[src/rtl/arcade_input_pkg.sv]
// Shared constants for the arcade input controller: button indices and the
// default PS/2 keyboard-to-button map.
package arcade_input_pkg;

    localparam int RIGHT  = 0;
    localparam int LEFT   = 1;
    localparam int DOWN   = 2;
    localparam int UP     = 3;
    localparam int FIRE1  = 4;
    localparam int FIRE2  = 5;
    localparam int START1 = 6;
    localparam int START2 = 7;
    localparam int COIN   = 8;
    localparam int PAUSE  = 9;
    localparam int TEST   = 10;

    typedef struct packed {
        logic       valid;
        logic       ext;
        logic [7:0] code;
        logic [3:0] index;
    } keymap_t;

    localparam int KEYMAP_N = 12;

    // Ctrl (14) and Alt (11) share fire1; each key event writes the shared bit.
    localparam keymap_t KEYMAP [KEYMAP_N] = '{
        '{1'b1, 1'b0, 8'h75, 4'(UP)},
        '{1'b1, 1'b0, 8'h72, 4'(DOWN)},
        '{1'b1, 1'b0, 8'h6B, 4'(LEFT)},
        '{1'b1, 1'b0, 8'h74, 4'(RIGHT)},
        '{1'b1, 1'b0, 8'h14, 4'(FIRE1)},
        '{1'b1, 1'b0, 8'h11, 4'(FIRE1)},
        '{1'b1, 1'b0, 8'h29, 4'(FIRE2)},
        '{1'b1, 1'b0, 8'h05, 4'(START1)},
        '{1'b1, 1'b0, 8'h06, 4'(START2)},
        '{1'b1, 1'b0, 8'h04, 4'(COIN)},
        '{1'b1, 1'b0, 8'h0C, 4'(PAUSE)},
        '{1'b1, 1'b0, 8'h03, 4'(TEST)}
    };

endpackage

[src/rtl/arcade_input_ctrl_if.sv]
// Bus between the host core and the input controller: keyboard/joystick in,
// conditioned active-low buttons and status out.
interface arcade_input_ctrl_if #(
    parameter int NPLAYERS = 2,
    parameter int NBTN     = 10
);
    logic [10:0]              ps2_key;
    logic [16*NPLAYERS-1:0]   joy;
    logic                     af_en;
    logic [NBTN*NPLAYERS-1:0] btn_n;
    logic                     pause;
    logic                     test;

    modport master (output ps2_key, joy, af_en, input btn_n, pause, test);
    modport slave  (input ps2_key, joy, af_en, output btn_n, pause, test);
endinterface

[src/rtl/arcade_pulse_stretch.sv]
// Rising-edge detector that emits a registered pulse exactly LEN cycles long.
// Edges arriving while the pulse is active are dropped.
module arcade_pulse_stretch #(
    parameter int LEN = 16
) (
    input  logic clk_sys,
    input  logic reset,
    input  logic din,
    output logic pulse
);
    localparam int CW = $clog2(LEN + 1);

    logic [CW-1:0] cnt;
    logic          din_q;

    // Edge detect and countdown; din_q resets high so a held input is not an edge.
    always_ff @(posedge clk_sys) begin
        if (reset) begin
            cnt   <= '0;
            pulse <= 1'b0;
            din_q <= 1'b1;
        end else begin
            din_q <= din;
            if (din && !din_q && !pulse) begin
                cnt   <= CW'(LEN - 1);
                pulse <= 1'b1;
            end else if (cnt != '0) begin
                cnt   <= cnt - 1'b1;
                pulse <= 1'b1;
            end else begin
                pulse <= 1'b0;
            end
        end
    end
endmodule

[src/rtl/arcade_input_ctrl.sv]
// Arcade input conditioning: PS/2 keymap + joystick merge, pause latch,
// coin pulse stretching and autofire. Two-stage pipe: input regs, output regs.
module arcade_input_ctrl
    import arcade_input_pkg::*;
#(
    parameter int NPLAYERS  = 2,
    parameter int NBTN      = 10,
    parameter int MERGE     = 1,
    parameter int COIN_IDX  = 8,
    parameter int PAUSE_IDX = 9,
    parameter int FIRE_IDX  = 4,
    parameter int COIN_LEN  = 16,
    parameter int AF_HALF   = 4096
) (
    input logic clk_sys,
    input logic reset,
    arcade_input_ctrl_if.slave bus
);
    localparam int AW = $clog2(AF_HALF + 1);

    logic                           ps2_tog_q;
    logic [15:0]                    kbd, kbd_nx;
    logic [NPLAYERS-1:0][NBTN-1:0]  joy_q;
    logic [NBTN-1:0]                joy_any;
    logic [NPLAYERS-1:0][NBTN-1:0]  raw, pass_q, btn;
    logic [NPLAYERS-1:0]            pause_raw, pause_prev, coin, fire;
    logic                           pause_q, test_q;
    logic                           unused_bits;

    assign unused_bits = ^{bus.joy, kbd};

    // Keymap lookup on a toggle change; unmatched codes leave state untouched.
    always_comb begin
        kbd_nx = kbd;
        if (bus.ps2_key[10] != ps2_tog_q) begin
            for (int k = 0; k < KEYMAP_N; k++) begin
                if (KEYMAP[k].valid && KEYMAP[k].ext == bus.ps2_key[8] &&
                    KEYMAP[k].code == bus.ps2_key[7:0])
                    kbd_nx[KEYMAP[k].index] = bus.ps2_key[9];
            end
        end
    end

    // Keyboard state register; toggle reg tracks ps2_key[10] in reset so no stale event.
    always_ff @(posedge clk_sys) begin
        ps2_tog_q <= bus.ps2_key[10];
        if (reset) kbd <= '0;
        else       kbd <= kbd_nx;
    end

    // Joystick input register, unreset so a button held through reset stays steady.
    always_ff @(posedge clk_sys) begin
        for (int p = 0; p < NPLAYERS; p++)
            joy_q[p] <= bus.joy[16*p +: NBTN];
    end

    // Raw buttons: keyboard and joysticks combined according to MERGE.
    always_comb begin
        joy_any = '0;
        raw     = '0;
        for (int p = 0; p < NPLAYERS; p++)
            joy_any = joy_any | joy_q[p];
        for (int p = 0; p < NPLAYERS; p++) begin
            if (MERGE != 0)  raw[p] = joy_any | kbd[NBTN-1:0];
            else if (p == 0) raw[p] = joy_q[p] | kbd[NBTN-1:0];
            else             raw[p] = joy_q[p];
            pause_raw[p] = raw[p][PAUSE_IDX];
        end
    end

    // Output-stage registers for pass-through buttons, pause latch and test key.
    always_ff @(posedge clk_sys) begin
        if (reset) begin
            pass_q     <= '0;
            pause_q    <= 1'b0;
            pause_prev <= '1;
            test_q     <= 1'b0;
        end else begin
            pass_q     <= raw;
            test_q     <= kbd[TEST];
            pause_prev <= pause_raw;
            if (|(pause_raw & ~pause_prev)) pause_q <= ~pause_q;
        end
    end

    for (genvar p = 0; p < NPLAYERS; p++) begin : g_pl
        logic          af_act, af_run, fire_q;
        logic [AW-1:0] af_cnt;

        arcade_pulse_stretch #(.LEN(COIN_LEN)) u_coin (
            .clk_sys (clk_sys),
            .reset   (reset),
            .din     (raw[p][COIN_IDX]),
            .pulse   (coin[p])
        );

        assign af_act  = bus.af_en & raw[p][FIRE_IDX];
        assign fire[p] = fire_q;

        // Autofire: on for AF_HALF, off for AF_HALF; restarts whenever autofire begins.
        always_ff @(posedge clk_sys) begin
            if (reset) begin
                af_cnt <= '0;
                af_run <= 1'b0;
                fire_q <= 1'b0;
            end else begin
                af_run <= af_act;
                if (!af_act) begin
                    af_cnt <= '0;
                    fire_q <= raw[p][FIRE_IDX];
                end else if (!af_run || af_cnt == '0) begin
                    af_cnt <= AW'(AF_HALF - 1);
                    fire_q <= !af_run ? 1'b1 : ~fire_q;
                end else begin
                    af_cnt <= af_cnt - 1'b1;
                end
            end
        end
    end

    // Assemble the output word; pause is consumed by the latch and never shown.
    always_comb begin
        btn = pass_q;
        for (int p = 0; p < NPLAYERS; p++) begin
            btn[p][COIN_IDX]  = coin[p];
            btn[p][FIRE_IDX]  = fire[p];
            btn[p][PAUSE_IDX] = 1'b0;
        end
    end

    assign bus.btn_n = ~btn;
    assign bus.pause = pause_q;
    assign bus.test  = test_q;
endmodule

[src/flat_wrapper.sv]
// flat-port wrapper written by rule: the top's interface ports become plain ports
module arcade_input_ctrl_flat import arcade_input_pkg::*;
#(
    parameter int NPLAYERS  = 2,
    parameter int NBTN      = 10,
    parameter int MERGE     = 1,
    parameter int COIN_IDX  = 8,
    parameter int PAUSE_IDX = 9,
    parameter int FIRE_IDX  = 4,
    parameter int COIN_LEN  = 16,
    parameter int AF_HALF   = 4096
)
  (clk_sys, reset, bus_ps2_key, bus_joy, bus_af_en, bus_btn_n, bus_pause, bus_test);
  arcade_input_ctrl_if #(.NPLAYERS(NPLAYERS), .NBTN(NBTN)) bus_i ();
  input logic clk_sys;
  input logic reset;
  input wire logic [$bits(bus_i.ps2_key)-1:0] bus_ps2_key;
  input wire logic [$bits(bus_i.joy)-1:0] bus_joy;
  input wire logic [$bits(bus_i.af_en)-1:0] bus_af_en;
  output wire logic [$bits(bus_i.btn_n)-1:0] bus_btn_n;
  output wire logic [$bits(bus_i.pause)-1:0] bus_pause;
  output wire logic [$bits(bus_i.test)-1:0] bus_test;
  assign bus_i.ps2_key = bus_ps2_key;
  assign bus_i.joy = bus_joy;
  assign bus_i.af_en = bus_af_en;
  assign bus_btn_n = bus_i.btn_n;
  assign bus_pause = bus_i.pause;
  assign bus_test = bus_i.test;
  arcade_input_ctrl #(.NPLAYERS(NPLAYERS), .NBTN(NBTN), .MERGE(MERGE), .COIN_IDX(COIN_IDX), .PAUSE_IDX(PAUSE_IDX), .FIRE_IDX(FIRE_IDX), .COIN_LEN(COIN_LEN), .AF_HALF(AF_HALF)) u_core (.clk_sys(clk_sys), .reset(reset), .bus(bus_i));
endmodule
[config.mk]
export PLATFORM = sky130hd
export DESIGN_NAME = arcade_input_ctrl_flat
export DESIGN_NICKNAME = d
export VERILOG_FILES = /design/src/rtl/arcade_input_pkg.sv /design/src/rtl/arcade_input_ctrl_if.sv /design/src/rtl/arcade_pulse_stretch.sv /design/src/rtl/arcade_input_ctrl.sv /design/src/flat_wrapper.sv
export SDC_FILE = /design/constraint.sdc
export NUM_CORES = 1
export LEC_CHECK = 0
export CORE_MARGIN = 2
export CORE_UTILIZATION = 25
export CTS_BUF_LIST = sky130_fd_sc_hd__clkbuf_8 sky130_fd_sc_hd__clkbuf_16
export CTS_CLUSTER_DIAMETER = 200
export DETAILED_ROUTE_END_ITERATION = 12
export PLACE_DENSITY = 0.5
export SLEW_MARGIN = 30
export SYNTH_ARGS = -nofsm -noshare
export SYNTH_HDL_FRONTEND = slang
export SYNTH_SLANG_ARGS = --single-unit
[constraint.sdc]
create_clock -name clk_sys -period 3 [get_ports clk_sys]
set_input_delay 0.6 -clock clk_sys [delete_from_list [all_inputs] [get_ports clk_sys]]
set_output_delay 0.6 -clock clk_sys [all_outputs]
set_load 0.02 [all_outputs]
Word-level counts from Yosys, hierarchy flattened
Index checks and enable logic that the tools add are counted.
- add/subtract/negate cells: 4
- eq/ne operators: 15
- multiplexer cells: 18
- bitwise logic cells: 11
- reductions and logical operators: 45
- operators by type and width (kind ; number):
    $eq 7x8->1 const A ; 4
    $logic_not 13->1 ; 2
    $sub 13x1->13 const B ; 2
    $eq 3x8->1 const A ; 3
    $mux 12 ; 2
    $reduce_and 2->1 ; 11
    $not 19->20 ; 1
    $or 10x10->10 ; 2
    $eq 5x8->1 const A ; 2
    $mux 4 ; 4
    $logic_and 1x1->1 ; 15
    $mux 1 ; 12
    $reduce_bool 5->1 ; 2
    $sub 5x1->5 const B ; 2
    $eq 2x8->1 const A ; 1
    $eq 4x8->1 const A ; 1
    $eq 6x8->1 const A ; 1
    $reduce_or 2->1 ; 4
    $reduce_bool 2->1 ; 3
    $reduce_or 3->1 ; 2
    $not 1->1 ; 5
    $logic_not 1->1 ; 4
    $ne 2x2->1 const B ; 2
    $and 2x2->2 ; 1
    other kinds (4) ; 5
- flip-flop bits (word level): 85
- bits of input ports: 46
- output and inout port bits: 22
- word-level logic and storage cells: 125

Depth between registers and ports, before layout
Gate-level depths: netlist of run 1.
- word-level depth: 5
- depth in mapped cells: 8
- gate-level depth less buffers: 6

By module
A second synthesis of run 1 with hierarchy kept.
- cell total of the unflattened synthesis: 339
- area total of the unflattened synthesis: 3306.9 sq um
- by module, submodules not included (module ; times used ; cells an instance ; area each (sq um) ; seq. area each (sq um)):
    arcade_input_ctrl ; 1 ; 275 ; 2656.3 ; 1421.4
    arcade_pulse_stretch ; 2 ; 32 ; 325.3 ; 140.1

Worst setup path before layout of run 1
Ideal clock, no wire load.
- path type: flip-flop to flip-flop
- start point: register u_core.g_pl[1].af_cnt[0]
- end point: register u_core.g_pl[1].af_cnt[7]
- setup time: 0.074 ns
- arrival time: 1.442 ns
- required time: 2.926 ns
- setup slack: 1.484 ns
- cell stages (with the launch flop): 9
- path buffers: 2
- clock period less this slack: 1.516 ns
- path through: dfxtp_1 -> inv_1 -> ha_1 -> clkbuf_1 -> nor2b_1 -> nand4_2 -> and2_4 -> buf_6 -> a31oi_2
- longest elaborated chain between the ends: 3
- elaborated cells between the ends (all ways): 4
- those cells by class: 1 x add/sub; 1 x mux; 2 x reduce/logical
- ends and longest elaborated chain (element ; RTL line ; source):
    from (decl) ; arcade_input_ctrl.sv:88 ; logic [AW-1:0] af_cnt;
    from (signal assigned) ; arcade_input_ctrl.sv:112 ; af_cnt <= AW'(AF_HALF - 1);
    from (signal assigned) ; arcade_input_ctrl.sv:115 ; af_cnt <= af_cnt - 1'b1;
    branches (longest 2 deep; another with $sub 13x1->13) ; n/a ;
    $mux 12 (*) ; arcade_input_ctrl.sv:111 ; end else if (!af_run || af_cnt == '0) begin
Mark *: on every way between the ends.
A chain may end at the register's enable or synchronous reset.

Worst setup path after layout of run 1
- start point: register u_core.g_pl[0].fire_q
- end point: output port bus_btn_n[4]
- longest elaborated chain between the ends: 1
- ends and longest elaborated chain (element ; RTL line ; source):
    from (decl) ; arcade_input_ctrl.sv:87 ; logic af_act, af_run, fire_q;
    from (signal assigned) ; arcade_input_ctrl.sv:110 ; fire_q <= raw[p][FIRE_IDX];
    from (signal assigned) ; arcade_input_ctrl.sv:113 ; fire_q <= !af_run ? 1'b1 : ~fire_q;
    $not 19->20 ; arcade_input_ctrl.sv:131 ; assign bus.btn_n = ~btn;
    to (decl) ; flat_wrapper.sv:20 ; output wire logic [$bits(bus_i.btn_n)-1:0] bus_btn_n;
Every way passes these cells.

==> results.py, run 1 <==
metrics = {
    "yosys": {
        "synth_area_um2": 3417,
        "synth_top_cell_area_share_pct": 49.21,
        "yosys_warnings": 0,
        "synth_edf_count": 0,
        "ys_async_sr_fraction_pct": 0,
        "yosysSeqAreaShare_pct": 49.21,
        "ys.flop_type": "dfxtp_1",
        "synth_area_leaders": "dfxtp_1, a21oi_1, xor2_1, mux2i_1, nor2_1",
        "syn_inst": 346,
        "ys_ff_latch": 84,
        "yosys.area.top_type": "dfxtp_1",
        "ys_types": 44,
        "avgSynthCellArea_um2": 9.876,
    },
    "timing": {
        "rsz0062_at_grt": "false",
        "setup_viol": 0,
        "maxSlewHeadroom_pct": 62.26,
        "setup_slack_ns": 1.084,
        "fin_crit_ns": 1.916,
        "worst_pin_slew_ns": 0.5610,
        "tns_ns": 0,
        "final_hold_viol_count": 0,
        "fin_crit_sh_pct": 63.87,
        "skew_ns": 0.003717,
        "fmax_mhz": 521.9,
        "slew_viol_final": 0,
    },
    "cts": {
        "h-tree-depth": 3,
        "post-cts-setup-buffers": 0,
        "cts.hold.buffers_added": 0,
        "cts-root-buf": "clkbuf_16",
        "clk_pin_slew_ns": 0.06,
        "clockBufferDepth": 2,
        "cts_buffers": 9,
        "cts_resized": 0,
        "clock_latency_ns": 0.33,
        "cts_tree": "done",
        "clock-sinks": 84,
    },
    "finish": {
        "drive_gt1_share_pct": 11.53,
        "design_area_um2": 4357,
        "area_delta_synth_final_pct": 27.50,
        "fin_cells": 575,
        "layout_common_cells": "dfxtp_1, clkdlybuf4s50_1, nor2_1",
        "diodes": 0,
        "fin_nets": 446,
        "final_common_cell": "dfxtp_1",
    },
    "detailed_routing": {
        "drt_iter0_drc": 67,
        "drtAntennaViolNets": 0,
        "drc": 0,
        "wl_per_cell_um": 11.30,
        "vias_per_cell": 4.249,
        "drt_first_pass_iters": 4,
        "wl_um": 6498,
        "num_vias": 2443,
    },
    "placement": {
        "dp_hpwl_um": 4608,
        "place_congestion": 0.8038,
        "dpl-instance-area_um2": 4069,
        "place_inst": 559,
        "numPortBuffers": 53,
        "dpl_worst_slack_ns": 0.7486,
    },
    "global_routing": {
        "grtUsageTotal_pct": 9.683,
        "grt_max_degree": 27,
        "grt_pass1_wl_um": 11220,
        "grt_pass1_vias": 2435,
        "antenna_found_initial": 0,
        "gr-total-overflow": 0,
    },
    "power": {
        "seq_power_share_pct": 43.3,
        "p_int_w": 0.002183,
        "pwr-share-clk_pct": 33.8,
        "cellPowerDensity_nw_per_um2": 706.5,
        "power_w": 0.003078,
        "ir_drop_mv": 0.3490,
        "power_frac_comb_pct": 22.9,
        "p_sw_w": 0.0008946,
        "p_sw_share_pct": 29.06,
        "leakagePower_nw": 1.711,
    },
    "worst_hold_path": {
        "hold_path.class": "reg -> reg",
    },
    "worst_setup_path": {
        "criticalPathCategory": "reg -> out",
        "arrival_ns": 1.32,
        "cp.required_ns": 2.40,
        "endpoint_kind": "primary output",
        "cp-start-kind": "register",
        "slowest_stage": "clkdlybuf4s50_1",
        "crit_path_max_fanout": 2,
        "crit_path_cell_trace": "inv_1, clkdlybuf4s50_1",
        "cp_slowest_stage_delay_ns": 0.61,
    },
    "floorplanning": {
        "fp.coreArea_um2": 13300,
        "dieHeight_um": 120.9,
        "die-area_um2": 14620,
        "fp-row-count": 42,
        "ios": 68,
        "initial_core_util_pct": 25.70,
        "die_width_um": 120.9,
    },
    "status": {
        "status": "complete, no violations",
    },
    "flow_run": {
        "drv_cap": 0,
    },
}
## logic make-up (layout without fill, tap and decap cells)
| logic type | after synthesis | after routing | share of synthesized area, % |
|---|---|---|---|
| simple gates | 129 | 129 | 23.80 |
| flops | 84 | 84 | 49.21 |
| compound gates | 46 | 46 | 8.458 |
| buf+inv | 43 | 95 | 6.188 |
| xor+xnor | 24 | 24 | 6.152 |
| mux | 13 | 13 | 3.881 |
| fa+ha+maj | 6 | 6 | 2.197 |
| other cells | 1 | 2 | 0.1097 |
## sequential cells by signal, indices dropped and copies added (netlist names)
name / flops
u_core.g_pl.af_cnt: 26
u_core.joy_q: 20
u_core.kbd: 11
u_core.g_pl.u_coin.cnt: 10
u_core.btn: 7
u_core.g_pl.fire_q: 2
u_core.g_pl.u_coin.pulse: 2
u_core.bus.pause: 1
u_core.bus.test: 1
u_core.g_pl.af_run: 1
u_core.g_pl.u_coin.din_q: 1
u_core.pause_prev: 1
u_core.ps2_tog_q: 1
## final timing paths
check	from	to	slack, ns	cells past startpoint
worst max-delay path	u_core.g_pl[0].fire_q	bus_btn_n[4]	1.08	2
worst min-delay path	u_core.kbd[10]	u_core.bus.test	0.44	2
worst max register to register	u_core.g_pl[0].af_cnt[0]	u_core.g_pl[0].af_cnt[1]	1.22	6
worst min register to register	u_core.kbd[10]	u_core.bus.test	0.44	2
## through the flow
stage / hold slack, ns / util, %
after floorplan: 0.4127 / -
after global placement: 0.4257 / 30.60
after detailed placement: 0.4334 / 30.60
after CTS: 0.4478 / 32.77
after global routing: 0.4701 / 32.77
final: 0.4436 / 32.77
## power by group through the flow
stage	Sequential [W]	Combinational, W	Clock (W)
3_5_place_dp	0.00136	0.000703	0
3_3_place_gp	0.00136	0.000695	0
4_1_cts	0.00133	0.000710	0.00108
6_report	0.00133	0.000705	0.00104
2_1_floorplan	0.00134	0.000541	0
5_1_grt	0.00135	0.000803	0.00114
## area by class of cell
cell class	instances	area (um2)
Inverter	23	86.33
Timing Repair Buffer	56	553.0
Clock buffer	10	239.0
Multi-Input combinational cell	220	1528
Sequential cell	84	1682
Clock inverter	6	48.80
Fill cell	1390	8939
Tap cell	176	220.2
## worst max-delay path: cells and delay by family, from the launching register on
kind     cells  cell delay, ns
flops        1            0.30
buf+inv      2            0.69
## synth_stat cells, drive strengths merged, types with 2 or more instances
library cell / count
nor2b: 3
and4: 2
dfxtp: 84
nor4b: 3
or3: 5
xor2: 14
nand2b: 10
nor4: 5
or4b: 2
a21oi: 36
nand3: 5
clkbuf: 8
buf: 12
and2: 2
mux2: 2
nand3b: 4
nand4b: 7
nand4: 9
a31oi: 3
o21ai: 5
nor3: 23
mux2i: 11
inv: 23
nor3b: 2
ha: 6
nand2: 16
xnor2: 10
nor2: 28
## layer usage
metal	vias up	GRT usage, %	wire length, um
met5	-	0	0
met4	0	3.634	102
met3	9	3.430	245
met2	34	15.17	2938
met1	1133	12.20	3211
li1	1267	-	-
Power figures use the tool's default switching activity.
==> run 2, diff against run 1 <==
Clock period 3 ns to 1.9 ns, I/O delays scaled along.
==> results.py, run 2 (synthesized netlist as in run 1, its figures left out) <==
metrics = {
    "finish": {
        "diodes": 0,
        "reg_top3": "u_core.g_pl.af_cnt x26, u_core.joy_q x20, u_core.kbd x11",
        "fin_nets": 457,
        "final_common_cell": "dfxtp_1",
        "drive_gt1_share_pct": 13.66,
        "regMostFlops": "u_core.g_pl.af_cnt",
        "largest_reg_flops": 26,
        "final_util_pct": 33.68,
        "fin_cells": 586,
        "layout_common_cells": "dfxtp_1, clkdlybuf4s50_1, nor2_1",
        "area_delta_synth_final_pct": 31.05,
    },
    "floorplanning": {
        "ios": 68,
        "initial_core_util_pct": 25.70,
        "dieHeight_um": 120.9,
        "fp-row-count": 42,
        "fp.coreArea_um2": 13300,
        "die_width_um": 120.9,
        "die-area_um2": 14620,
    },
    "timing": {
        "tns_ns": 0,
        "rsz0062_at_grt": "false",
        "skew_ns": 0.01047,
        "fin_crit_sh_pct": 89.49,
        "setup_viol": 0,
        "whs_ns": 0.4375,
        "final_hold_viol_count": 0,
        "slew_viol_final": 0,
        "fmax_mhz": 588.1,
        "setup_slack_ns": 0.1997,
        "fin_crit_ns": 1.700,
    },
    "global_routing": {
        "grt_pass1_wl_um": 11510,
        "antenna_found_initial": 0,
        "gr-total-overflow": 0,
        "grt_max_degree": 27,
        "grtUsageTotal_pct": 9.921,
        "grt_pass1_vias": 2419,
    },
    "power": {
        "leakagePower_nw": 1.796,
        "ir_drop_mv": 0.6250,
        "cellPowerDensity_nw_per_um2": 1123,
    },
    "worst_setup_path": {
        "cpLargestDelayFamily": "buffers and inverters",
        "cp_slowest_stage_delay_ns": 0.61,
        "slowest_stage": "clkdlybuf4s50_1",
        "crit_path_max_fanout": 2,
        "endpoint_kind": "primary output",
        "cp_num_buf_inv": 2,
        "cp.required_ns": 1.52,
        "rrSetupSlack_ns": 0.25,
        "reg2reg_from": "u_core.g_pl[0].af_cnt[0]",
        "r2r.worst_path.cells": 6,
        "crit_path_cell_trace": "inv_1, clkdlybuf4s50_1",
        "cp-start-kind": "register",
        "arrival_ns": 1.32,
        "criticalPathCategory": "reg -> out",
        "reg2reg_to": "u_core.g_pl[0].af_cnt[9]",
    },
    "worst_hold_path": {
        "hold_path.class": "reg -> reg",
        "min_to": "u_core.btn[1]",
        "holdPathStages": 2,
        "min_from": "u_core.joy_q[1]",
    },
    "detailed_routing": {
        "vias_per_cell": 4.157,
        "num_vias": 2436,
        "drc": 0,
        "wl_per_cell_um": 11.14,
        "drt_iter0_drc": 122,
        "drtAntennaViolNets": 0,
        "drt_first_pass_iters": 4,
        "wl_um": 6526,
    },
    "status": {
        "status": "complete, no violations",
    },
    "placement": {
        "numPortBuffers": 53,
        "dpl_worst_slack_ns": 0.004042,
        "place_inst": 570,
        "place_congestion": 0.7787,
        "dp_hpwl_um": 4761,
    },
    "cts": {
        "post-cts-setup-buffers": 0,
        "cts_resized": 0,
        "clock_latency_ns": 0.33,
        "h-tree-depth": 3,
        "cts.hold.buffers_added": 0,
        "cts_buffers": 9,
        "clock-sinks": 84,
        "clk_pin_slew_ns": 0.06,
        "cts-root-buf": "clkbuf_16",
        "cts_tree": "done",
        "clockBufferDepth": 2,
    },
    "flow_run": {
        "drv_cap": 0,
    },
}
## run 2: changes by cell type in the layout (fill, tap and decap cells not counted), sizes merged
cell | before | now
clkinvlp | 3 | 0
buf | 3 | 14
clkbuf | 10 | 12
bufinv | 0 | 1
## run 2: worst max path at each step
stage,cells after the start,endpoint,from,slack [ns]
2_1_floorplan,8,u_core.g_pl[1].af_cnt[7],u_core.g_pl[1].af_cnt[0],0.38
3_3_place_gp,5,u_core.kbd[4],bus_ps2_key[0],0.003
3_5_place_dp,5,u_core.kbd[4],bus_ps2_key[0],0.004
4_1_cts,2,bus_btn_n[7],u_core.btn[7],0.17
5_1_grt,6,u_core.g_pl[0].af_cnt[11],u_core.g_pl[0].af_cnt[0],0.11
6_report,2,bus_btn_n[4],u_core.g_pl[0].fire_q,0.20
## run 2: through the flow
step / instance area [um2] / power [W]
after floorplan: 3421 / 0.002966
after global placement: 4164 / 0.003270
after detailed placement: 4164 / 0.003296
after CTS: 4478 / 0.005102
after global routing: 4478 / 0.005348
final: 4478 / 0.005029
## run 2: report_power, final
part           internal [W]  leakage [nW]  switching (W)
sequential          0.00195         0.697       0.000156
clock               0.00112         0.160       0.000656
combinational      0.000588         0.940       0.000557
total               0.00366          1.80        0.00137
## run 2: worst register-to-register path, cell delays in order, from the launching register on
cell,delay [ns]
dfxtp_1,0.40
inv_1,0.06
ha_1,0.22
nor3b_4,0.16
nand4_1,0.11
and2_1,0.44
a21oi_1,0.12
## run 2: layout make-up
| class | instances | area (um2) |
|---|---|---|
| clock inverter | 4 | 47.55 |
| fill | 1372 | 8817 |
| clock buffer | 12 | 266.5 |
| tap | 176 | 220.2 |
| sequential | 84 | 1682 |
| inverter | 23 | 86.33 |
| timing repair buffer | 67 | 648.1 |
| multi-input combinational | 220 | 1528 |
## run 2: routing by layer
layer / track usage, % / share of wire, % / wire length, um
met4: 3.706 / 1.5 / 101
met1: 12.78 / 50 / 3243
met2: 15.20 / 45 / 2924
met5: 0 / 0 / 0
met3: 3.524 / 3.9 / 256
==> run 3, diff against run 2 <==
Settings changed: ABC_AREA from default to 1, PLACE_DENSITY 0.5 to 0.49.
==> results.py, run 3 <==
metrics = {
    "floorplanning": {
        "fp-row-count": 44,
        "ios": 68,
        "die-area_um2": 15550,
        "die_width_um": 124.7,
        "fp.coreArea_um2": 14370,
        "initial_core_util_pct": 25.34,
        "dieHeight_um": 124.7,
    },
    "cts": {
        "cts_buffers": 9,
        "cts-root-buf": "clkbuf_16",
        "clock_latency_ns": 0.34,
        "clock-sinks": 84,
        "clockBufferDepth": 2,
        "h-tree-depth": 3,
        "cts_tree": "done",
        "cts_resized": 0,
        "cts.hold.buffers_added": 0,
        "clk_pin_slew_ns": 0.06,
        "post-cts-setup-buffers": 0,
    },
    "yosys": {
        "avgSynthCellArea_um2": 7.415,
        "syn_inst": 491,
        "yosys.cell_count.top_type": "nand2_1",
        "synth_top_cell_area_share_pct": 46.19,
        "yosys-top-cells-count": "nand2_1, dfxtp_1, inv_1",
        "ys_types": 31,
        "yosys.area.top_type": "dfxtp_1",
        "ys.flop_type": "dfxtp_1",
        "ys_ff_latch": 84,
        "synth_area_leaders": "dfxtp_1, nand2_1, inv_1, nor2_1, nand3_1",
        "synth_area_um2": 3641,
        "synth_edf_count": 0,
        "yosys_warnings": 0,
        "yosysSeqAreaShare_pct": 46.19,
        "ys_async_sr_fraction_pct": 0,
    },
    "detailed_routing": {
        "vias_per_cell": 4.113,
        "drtAntennaViolNets": 0,
        "num_vias": 3023,
        "wl_um": 7518,
        "drt_iter0_drc": 110,
        "drc": 0,
        "drt_first_pass_iters": 4,
        "wl_per_cell_um": 10.23,
    },
    "placement": {
        "numPortBuffers": 53,
        "place_congestion": 0.8301,
        "dp_hpwl_um": 5675,
    },
    "finish": {
        "diodes": 0,
        "area_delta_synth_final_pct": 29.59,
        "layout_common_cells": "nand2_1, dfxtp_1, inv_1",
        "reg_top3": "u_core.g_pl.af_cnt x26, u_core.joy_q x20, u_core.kbd x11",
        "largest_reg_flops": 26,
        "regMostFlops": "u_core.g_pl.af_cnt",
        "multi_input_area_um2": 1526,
        "final_util_pct": 32.84,
        "fill_cells": 1514,
        "fin_nets": 598,
        "drive_gt1_share_pct": 9.437,
        "area.sequential_um2": 1682,
        "final_common_cell": "nand2_1",
    },
    "timing": {
        "tns_ns": 0,
        "rsz0062_at_grt": "false",
        "fin_crit_ns": 1.723,
        "fmax_mhz": 580.3,
        "fin_crit_sh_pct": 90.70,
        "setup_viol": 0,
        "slew_viol_final": 0,
        "skew_ns": 0.006398,
        "whs_ns": 0.4251,
        "final_hold_viol_count": 0,
    },
    "global_routing": {
        "grt_max_degree": 22,
        "grtUsageTotal_pct": 10.15,
        "gr-total-overflow": 0,
        "grt_pass1_vias": 2902,
        "grt_pass1_wl_um": 13100,
        "antenna_found_initial": 0,
    },
    "worst_hold_path": {
        "hold_path.class": "reg -> reg",
        "holdPathStages": 2,
    },
    "status": {
        "status": "complete, no violations",
    },
    "worst_setup_path": {
        "endpoint_kind": "primary output",
        "cp-start-kind": "register",
        "r2r.worst_path.cells": 9,
        "arrival_ns": 1.34,
        "criticalPathCategory": "reg -> out",
        "crit_path_max_fanout": 3,
        "cp.required_ns": 1.52,
    },
    "power": {
        "leakagePower_nw": 2.167,
        "cellPowerDensity_nw_per_um2": 1121,
        "ir_drop_mv": 0.7430,
    },
    "flow_run": {
        "drv_cap": 0,
    },
}
[run 3: area by class of cell]
| type | instances | share of cell area, % |
|---|---|---|
| sequential | 84 | 35.64 |
| clock inverter | 5 | 2.254 |
| multi-input combinational | 305 | 32.35 |
| tap | 184 | 4.879 |
| inverter | 86 | 6.895 |
| timing repair buffer | 60 | 12.62 |
| clock buffer | 11 | 5.357 |
[run 3: cells by family (layout without fill, tap and decap cells)]
kind of cell,count (synthesis),in the layout,share of synthesized area (%)
other cells,1,2,0.1030
compound gates,51,51,7.733
simple gates,237,237,29.76
flops,84,84,46.19
fa+ha+maj,6,6,2.062
buf+inv,103,162,11.99
xor+xnor,9,9,2.165
[run 3: routing by layer]
metal | GRT usage (%) | vias up | part of all wire (%)
met3 | 2.277 | 14 | 3.9
met5 | 0 | - | 0
met4 | 4.825 | 0 | 2.1
met2 | 16.65 | 49 | 46
li1 | - | 1629 | -
met1 | 12.60 | 1331 | 48
[run 3: worst paths after layout]
check                                 from                        end  slack, ns
setup / recovery     u_core.g_pl[1].fire_q              bus_btn_n[14]       0.18
hold / removal              u_core.kbd[10]            u_core.bus.test       0.43
setup reg to reg  u_core.g_pl[0].af_cnt[0]  u_core.g_pl[0].af_cnt[10]       0.30
hold reg to reg             u_core.kbd[10]            u_core.bus.test       0.43
[run 3: critical path, cell delays in order, from the launching register on]
cell,delay (ns)
dfxtp_1,0.34
inv_1,0.06
clkdlybuf4s50_1,0.61
[run 3: report_power, final]
group          switching (W)  leakage (nW)  total [W]  internal (W)
Sequential          0.000110         0.697    0.00206       0.00195
Clock               0.000701         0.172    0.00206       0.00136
Combinational       0.000674          1.30    0.00117      0.000493
[run 3: stage by stage]
step	setup slack, ns	instances	instance area [um2]	total power (W)
3_3_place_gp	0.09849	719	4359	0.003233
5_1_grt	0.1344	735	4718	0.005624
6_report	0.1767	735	4718	0.005289
2_1_floorplan	0.5664	492	3645	0.002939
4_1_cts	0.1517	735	4718	0.005368
3_5_place_dp	0.07680	719	4359	0.003264
